File: src/rtl/uart_pkg.sv
// uart_pkg: receiver FSM states, parity-mode codes and the parity check helper
// shared by the parametrised UART receive path.
package uart_pkg;

  // Receiver frame-tracking states
  typedef enum logic [2:0] {
    IDLE,
    START,
    DATA,
    PARITY,
    STOP
  } rxState_e;

  localparam int PARITY_NONE = 0;
  localparam int PARITY_EVEN = 1;
  localparam int PARITY_ODD  = 2;

  // Returns 1 when the received parity bit disagrees with the configured mode.
  // dataXor is the XOR of all received data bits.
  function automatic logic calcParityErr(input int mode, input logic dataXor, input logic sample);
    logic sum;
    sum = dataXor ^ sample;
    case (mode)
      PARITY_EVEN: calcParityErr = sum;
      PARITY_ODD:  calcParityErr = ~sum;
      default:     calcParityErr = 1'b0;
    endcase
  endfunction

endpackage

File: src/rtl/uart_rx_sampler.sv
// uart_rx_sampler: brings the asynchronous rx pin into the clock domain and
// produces the bit value the receiver FSM acts on.
// Build option: UART_RX_MAJORITY_EN selects a 2-of-3 majority over three
// consecutive synchronised samples; otherwise the synchronised bit is used as is.
module uart_rx_sampler (
  input  logic clk_i,
  input  logic rst_i,
  input  logic rx_i,
  output logic rxs_o,
  output logic sample_o
);

  logic sync1_q;
  logic sync2_q;

  // Two-flop synchroniser; resets to the idle-high line level
  always_ff @(posedge clk_i) begin
    if (rst_i) begin
      sync1_q <= 1'b1;
      sync2_q <= 1'b1;
    end else begin
      sync1_q <= rx_i;
      sync2_q <= sync1_q;
    end
  end

  assign rxs_o = sync2_q;

`ifdef UART_RX_MAJORITY_EN
  logic [1:0] hist_q;

  // Keeps the two previous synchronised samples so the vote covers MID-1..MID+1
  always_ff @(posedge clk_i) begin
    if (rst_i) begin
      hist_q <= 2'b11;
    end else begin
      hist_q <= {hist_q[0], sync2_q};
    end
  end

  assign sample_o = (hist_q[1] & hist_q[0]) | (hist_q[1] & sync2_q) | (hist_q[0] & sync2_q);
`else
  assign sample_o = sync2_q;
`endif

endmodule

File: src/rtl/uart_rx_param.sv
// uart_rx_param: parametrised UART receiver with start-glitch rejection,
// parity/framing error flags and a valid/ready output with sticky overrun.
// Build option: UART_RX_MAJORITY_EN moves every bit decision to MID+1 and uses
// the 2-of-3 majority sample from uart_rx_sampler.
module uart_rx_param
  import uart_pkg::*;
#(
  parameter int CLKS_PER_BIT = 5208,
  parameter int DATA_BITS    = 8,
  parameter int PARITY_MODE  = 1,
  parameter int STOP_BITS    = 1
) (
  input  logic                 clk,
  input  logic                 rst,
  input  logic                 rx,
  input  logic                 rx_ready,
  output logic [DATA_BITS-1:0] rx_data,
  output logic                 rx_valid,
  output logic                 parity_err,
  output logic                 frame_err,
  output logic                 overrun,
  output logic                 busy
);

  localparam int CW  = $clog2(CLKS_PER_BIT);
  localparam int MID = CLKS_PER_BIT / 2;
`ifdef UART_RX_MAJORITY_EN
  localparam int SAMPLE_PT = MID + 1;
`else
  localparam int SAMPLE_PT = MID;
`endif

  logic rxs;
  logic sample;

  rxState_e             state_q, state_d;
  logic [CW-1:0]        cnt_q, cnt_d;
  logic [3:0]           bitIdx_q, bitIdx_d;
  logic                 stopIdx_q, stopIdx_d;
  logic [DATA_BITS-1:0] shift_q, shift_d;
  logic                 parErr_q, parErr_d;
  logic                 frmErr_q, frmErr_d;
  logic                 done;
  logic                 doneFrmErr;
  logic                 atMid;
  logic                 atWrap;

  logic [DATA_BITS-1:0] data_q;
  logic                 valid_q;
  logic                 perrOut_q;
  logic                 ferrOut_q;
  logic                 overrun_q;

  uart_rx_sampler uSampler (
    .clk_i    (clk),
    .rst_i    (rst),
    .rx_i     (rx),
    .rxs_o    (rxs),
    .sample_o (sample)
  );

  assign atMid  = (cnt_q == CW'(SAMPLE_PT));
  assign atWrap = (cnt_q == CW'(CLKS_PER_BIT - 1));

  // Frame-tracking registers; reset abandons any partial frame
  always_ff @(posedge clk) begin
    if (rst) begin
      state_q   <= IDLE;
      cnt_q     <= '0;
      bitIdx_q  <= '0;
      stopIdx_q <= 1'b0;
      shift_q   <= '0;
      parErr_q  <= 1'b0;
      frmErr_q  <= 1'b0;
    end else begin
      state_q   <= state_d;
      cnt_q     <= cnt_d;
      bitIdx_q  <= bitIdx_d;
      stopIdx_q <= stopIdx_d;
      shift_q   <= shift_d;
      parErr_q  <= parErr_d;
      frmErr_q  <= frmErr_d;
    end
  end

  // Next-state logic: one decision per bit, taken at the bit midpoint
  always_comb begin
    state_d    = state_q;
    cnt_d      = atWrap ? '0 : cnt_q + CW'(1);
    bitIdx_d   = bitIdx_q;
    stopIdx_d  = stopIdx_q;
    shift_d    = shift_q;
    parErr_d   = parErr_q;
    frmErr_d   = frmErr_q;
    done       = 1'b0;
    doneFrmErr = 1'b0;
    unique case (state_q)
      IDLE: begin
        cnt_d = '0;
        if (!rxs) begin
          state_d = START;
        end
      end
      START: begin
        if (atMid) begin
          cnt_d = '0;
          if (!sample) begin
            state_d  = DATA;
            bitIdx_d = '0;
            parErr_d = 1'b0;
            frmErr_d = 1'b0;
          end else begin
            state_d = IDLE;
          end
        end
      end
      DATA: begin
        if (atWrap) begin
          shift_d = {sample, shift_q[DATA_BITS-1:1]};
          if (bitIdx_q == 4'(DATA_BITS - 1)) begin
            state_d   = (PARITY_MODE != PARITY_NONE) ? PARITY : STOP;
            stopIdx_d = 1'b0;
          end else begin
            bitIdx_d = bitIdx_q + 4'd1;
          end
        end
      end
      PARITY: begin
        if (atWrap) begin
          parErr_d = calcParityErr(PARITY_MODE, ^shift_q, sample);
          state_d  = STOP;
        end
      end
      STOP: begin
        if (atWrap) begin
          if (stopIdx_q == 1'(STOP_BITS - 1)) begin
            done       = 1'b1;
            doneFrmErr = frmErr_q | ~sample;
            state_d    = IDLE;
          end else begin
            frmErr_d  = frmErr_q | ~sample;
            stopIdx_d = 1'b1;
          end
        end
      end
      default: state_d = IDLE;
    endcase
  end

  // Output holding register: loads a finished frame unless an unaccepted word blocks it
  always_ff @(posedge clk) begin
    if (rst) begin
      data_q    <= '0;
      valid_q   <= 1'b0;
      perrOut_q <= 1'b0;
      ferrOut_q <= 1'b0;
      overrun_q <= 1'b0;
    end else begin
      if (valid_q && rx_ready) begin
        valid_q   <= 1'b0;
        overrun_q <= 1'b0;
      end
      if (done) begin
        if (!valid_q || rx_ready) begin
          data_q    <= shift_q;
          perrOut_q <= parErr_q;
          ferrOut_q <= doneFrmErr;
          valid_q   <= 1'b1;
        end else begin
          overrun_q <= 1'b1;
        end
      end
    end
  end

  assign rx_data    = data_q;
  assign rx_valid   = valid_q;
  assign parity_err = perrOut_q;
  assign frame_err  = ferrOut_q;
  assign overrun    = overrun_q;
  assign busy       = (state_q != IDLE);

endmodule

File: config.mk
export PLATFORM = sky130hd
export DESIGN_NAME = uart_rx_param
export DESIGN_NICKNAME = d
export VERILOG_FILES = /design/src/rtl/uart_pkg.sv /design/src/rtl/uart_rx_sampler.sv /design/src/rtl/uart_rx_param.sv
export SDC_FILE = /design/constraint.sdc
export NUM_CORES = 1
export LEC_CHECK = 0
export ABC_CLOCK_PERIOD_IN_PS = 2000
export BUFFER_PORTS_ARGS = -buffer_cell sky130_fd_sc_hd__buf_2
export CAP_MARGIN = 15
export CORE_MARGIN = 5
export CORE_UTILIZATION = 52
export DETAILED_ROUTE_END_ITERATION = 10
export PLACE_DENSITY = 0.71
export SYNTH_ARGS = -nofsm -noshare
export SYNTH_HDL_FRONTEND = slang
export SYNTH_SLANG_ARGS = --single-unit
File: constraint.sdc
create_clock -name clk -period 2 [get_ports clk]
set_input_delay 0 -clock clk [delete_from_list [all_inputs] [get_ports clk]]
set_output_delay 0 -clock clk [all_outputs]
set_load 0.01 [all_outputs]
==> impl_metrics.env <==
export IMPL_worst_pin_slew_ns=0.564
export IMPL_syn_area_mm2=0.00196
export IMPL_numPortBuffers=16
export IMPL_drt_total_wl_um=4180
export IMPL_tns_ns=0
export IMPL_die_h_um=71.3
export IMPL_stdcell_count=310
export IMPL_crit_cells=8
export IMPL_drive_above_1_share=0.172
export IMPL_clock_skew_ns=0.00719
export IMPL_root_buffer="clkbuf_8"
export IMPL_r2r_start="cnt_q[0]"
export IMPL_async_flop_share=0
export IMPL_cap_violations=0
export IMPL_critPathSlowestCell="dfxtp_1"
export IMPL_area_delta_synth_final_pct=18.1
export IMPL_ff_latch_area_um2=881
export IMPL_setup_ws_ns=0.0604
export IMPL_dpl_hpwl_um=2920
export IMPL_fin_crit_sh=0.970
export IMPL_reg2reg_to="cnt_q[10]"
export IMPL_holdWs_ns=0.164
export IMPL_path_clk_slew_ns=0.08
export IMPL_slew_violations=0
export IMPL_crit_start="cnt_q[0]"
export IMPL_grt_pass1_wl_um=6930
export IMPL_nNetsFinal=269
export IMPL_first_iter_violations=120
export IMPL_relSlewSlack=0.624
export IMPL_final_common_cell="dfxtp_1"
export IMPL_hp_class="primary input to register"
export IMPL_crit_required_ns=2.20
export IMPL_reg2reg_slack_ns=0.06
export IMPL_ys_ff_latch=44
export IMPL_die_area_mm2=0.00509
export IMPL_grt_overflow_total=0
export IMPL_grtUsageTotal=0.169
export IMPL_setup_viol=0
export IMPL_path_delay_family="simple AND/OR/NAND/NOR gates"
export IMPL_critPathMaxFanout=6
export IMPL_design_area_mm2=0.00231
export IMPL_crit_chain="inv_1 > ha_1 > nor4bb_1 > and4_1 > nor2_1 > o31ai_2 > buf_2 > nor2_1"
export IMPL_ir_drop_mv=0.565
export IMPL_grt_pass1_vias=1543
export IMPL_antenna_found_initial=0
export IMPL_fill_cells=316
export IMPL_pre_cts_slack_ns=0.0458
export IMPL_min_period_ns=1.94
export IMPL_grt_start_max_net_pins=33
export IMPL_vias=1686
export IMPL_placed_area_mm2=0.00215
export IMPL_route_detailed_drc=0
export IMPL_slowest_delay_ns=0.35
export IMPL_clock_sink_count=44
export IMPL_endpoint="cnt_q[10]"
export IMPL_synth_nets=240
export IMPL_final_cell_mix="44 x dfxtp_1, 37 x nand2_1, 27 x nor2_1, 22 x a21oi_1, 17 x buf_2"
export IMPL_synthCells=233
export IMPL_power_density_mw_per_mm2=776
export IMPL_rows=22
export IMPL_dp_cells=300
export IMPL_timing_fmax_mhz=516
export IMPL_drtPass1Iterations=4
export IMPL_hold_violations=0
export IMPL_yosysUniqueCellTypes=41
export IMPL_leakagePower_nw=0.861
export IMPL_worst_ep_arrival_time_ns=2.14
export IMPL_multi_input_area_mm2=0.00101
export IMPL_synth_edf_count=0
export IMPL_path_buf_inv=2
export IMPL_critPathLaunchType="register"
export IMPL_cts_setup_buffers=0
export IMPL_core_area_mm2=0.00366
export IMPL_start_util=0.534
export IMPL_insertedDiodeCount=0
export IMPL_ys_seq_area_frac=0.450
export IMPL_cp_common_cell="nor2_1"
export IMPL_status="complete, no violations"
export IMPL_routabilityCongestion=0.840
export IMPL_cts_tree="done"
export IMPL_wl_per_cell_um=13.5
export IMPL_utilization=0.631
export IMPL_ys_flop_type="dfxtp_1"
export IMPL_rr_worst_depth=8
export IMPL_dieWidth_um=71.3
export IMPL_insertion_delay_ns=0.30
export IMPL_cts_buffers=5
export IMPL_power_total_mw=1.79
export IMPL_num_io_pins=17
export IMPL_htreeDepth=2
export IMPL_clk_path_buf_depth=2
export IMPL_antenna_left=0
export IMPL_worst_setup_path_end_kind="register"
export IMPL_vias_per_cell=5.44
export IMPL_synth_area_per_cell_um2=8.39
export IMPL_critPathKind="register to register"
export IMPL_ys_warnings_count=0
report_power, final:
group,internal [mW],switching (mW)
sequential,0.885,0.0154
clock,0.492,0.304
combinational,0.0415,0.0559
cell families (layout without fill, tap and decap cells):
kind of cell / Yosys count / in the layout / share of synthesized area
AND/OR/NAND/NOR: 112 / 112 / 0.285
flip-flops: 44 / 44 / 0.450
AO/OA/AOI/OAI: 37 / 37 / 0.113
XOR/XNOR: 18 / 18 / 0.0876
buffers and inverters: 18 / 47 / 0.0397
adder cells (fa/ha/maj): 3 / 3 / 0.0192
multiplexers: 1 / 1 / 0.00512
cell usage after synthesis, types with 2 or more instances:
master,n,area (µm²)
dfxtp_1,44,881
nand2_1,37,139
nor2_1,27,101
a21oi_1,22,110
nand3_1,16,80.1
xnor2_1,10,87.6
inv_1,8,30.0
xor2_1,7,61.3
buf_2,5,25.0
nand4_1,5,31.3
and3_1,4,25.0
clkbuf_1,4,15.0
or3_1,4,25.0
a211oi_1,3,22.5
a31oi_1,3,18.8
ha_1,3,37.5
o21ai_0,3,15.0
and4bb_2,2,25.0
nor3_1,2,10.0
nor3b_1,2,15.0
or2_2,2,12.5
layer usage:
layer  part of all wire  GRT usage
met5                  0          0
met1               0.46      0.216
met2               0.48      0.270
met3              0.048     0.0477
met4              0.013     0.0605
worst register-to-register path: stages (launching register included):
cell	delay [ns]
dfxtp_1	0.35
inv_1	0.07
ha_1	0.14
nor4bb_1	0.30
and4_1	0.32
nor2_1	0.10
o31ai_2	0.25
buf_2	0.24
nor2_1	0.07
registers in the layout, summed over array words and instances (netlist names), 3 cells and up:
signal / flops
cnt_q: 13
bitIdx_q: 4
rx_data: 8
shift_q: 8
state_q: 3
worst min-delay path by stage:
stage | slack, ns | end | start | cells after the start
after floorplan | 0.10 | overrun | rx_ready | 1
after global placement | 0.19 | uSampler.sync1_q | rx | 2
after detailed placement | 0.20 | uSampler.sync1_q | rx | 2
after CTS | 0.16 | state_q[2] | rst | 2
after global routing | 0.21 | parErr_q | rst | 2
final | 0.16 | state_q[2] | rst | 2
final cells by class:
type / count / area share
clock buffer: 5 / 0.0298
clock inverter: 2 / 0.0260
inverter: 8 / 0.0130
multi-input combinational: 171 / 0.436
sequential: 44 / 0.381
tap: 48 / 0.0260
timing repair buffer: 32 / 0.0878
what timing repair did:
item | 4_1_cts | 5_1_grt
hold buffers | 2 | 0
setup endpoints to repair | 0 | 27
hold endpoints to repair | 2 | 0
resized for setup | 0 | 5
No activity file was read; power rests on OpenSTA's default activity.
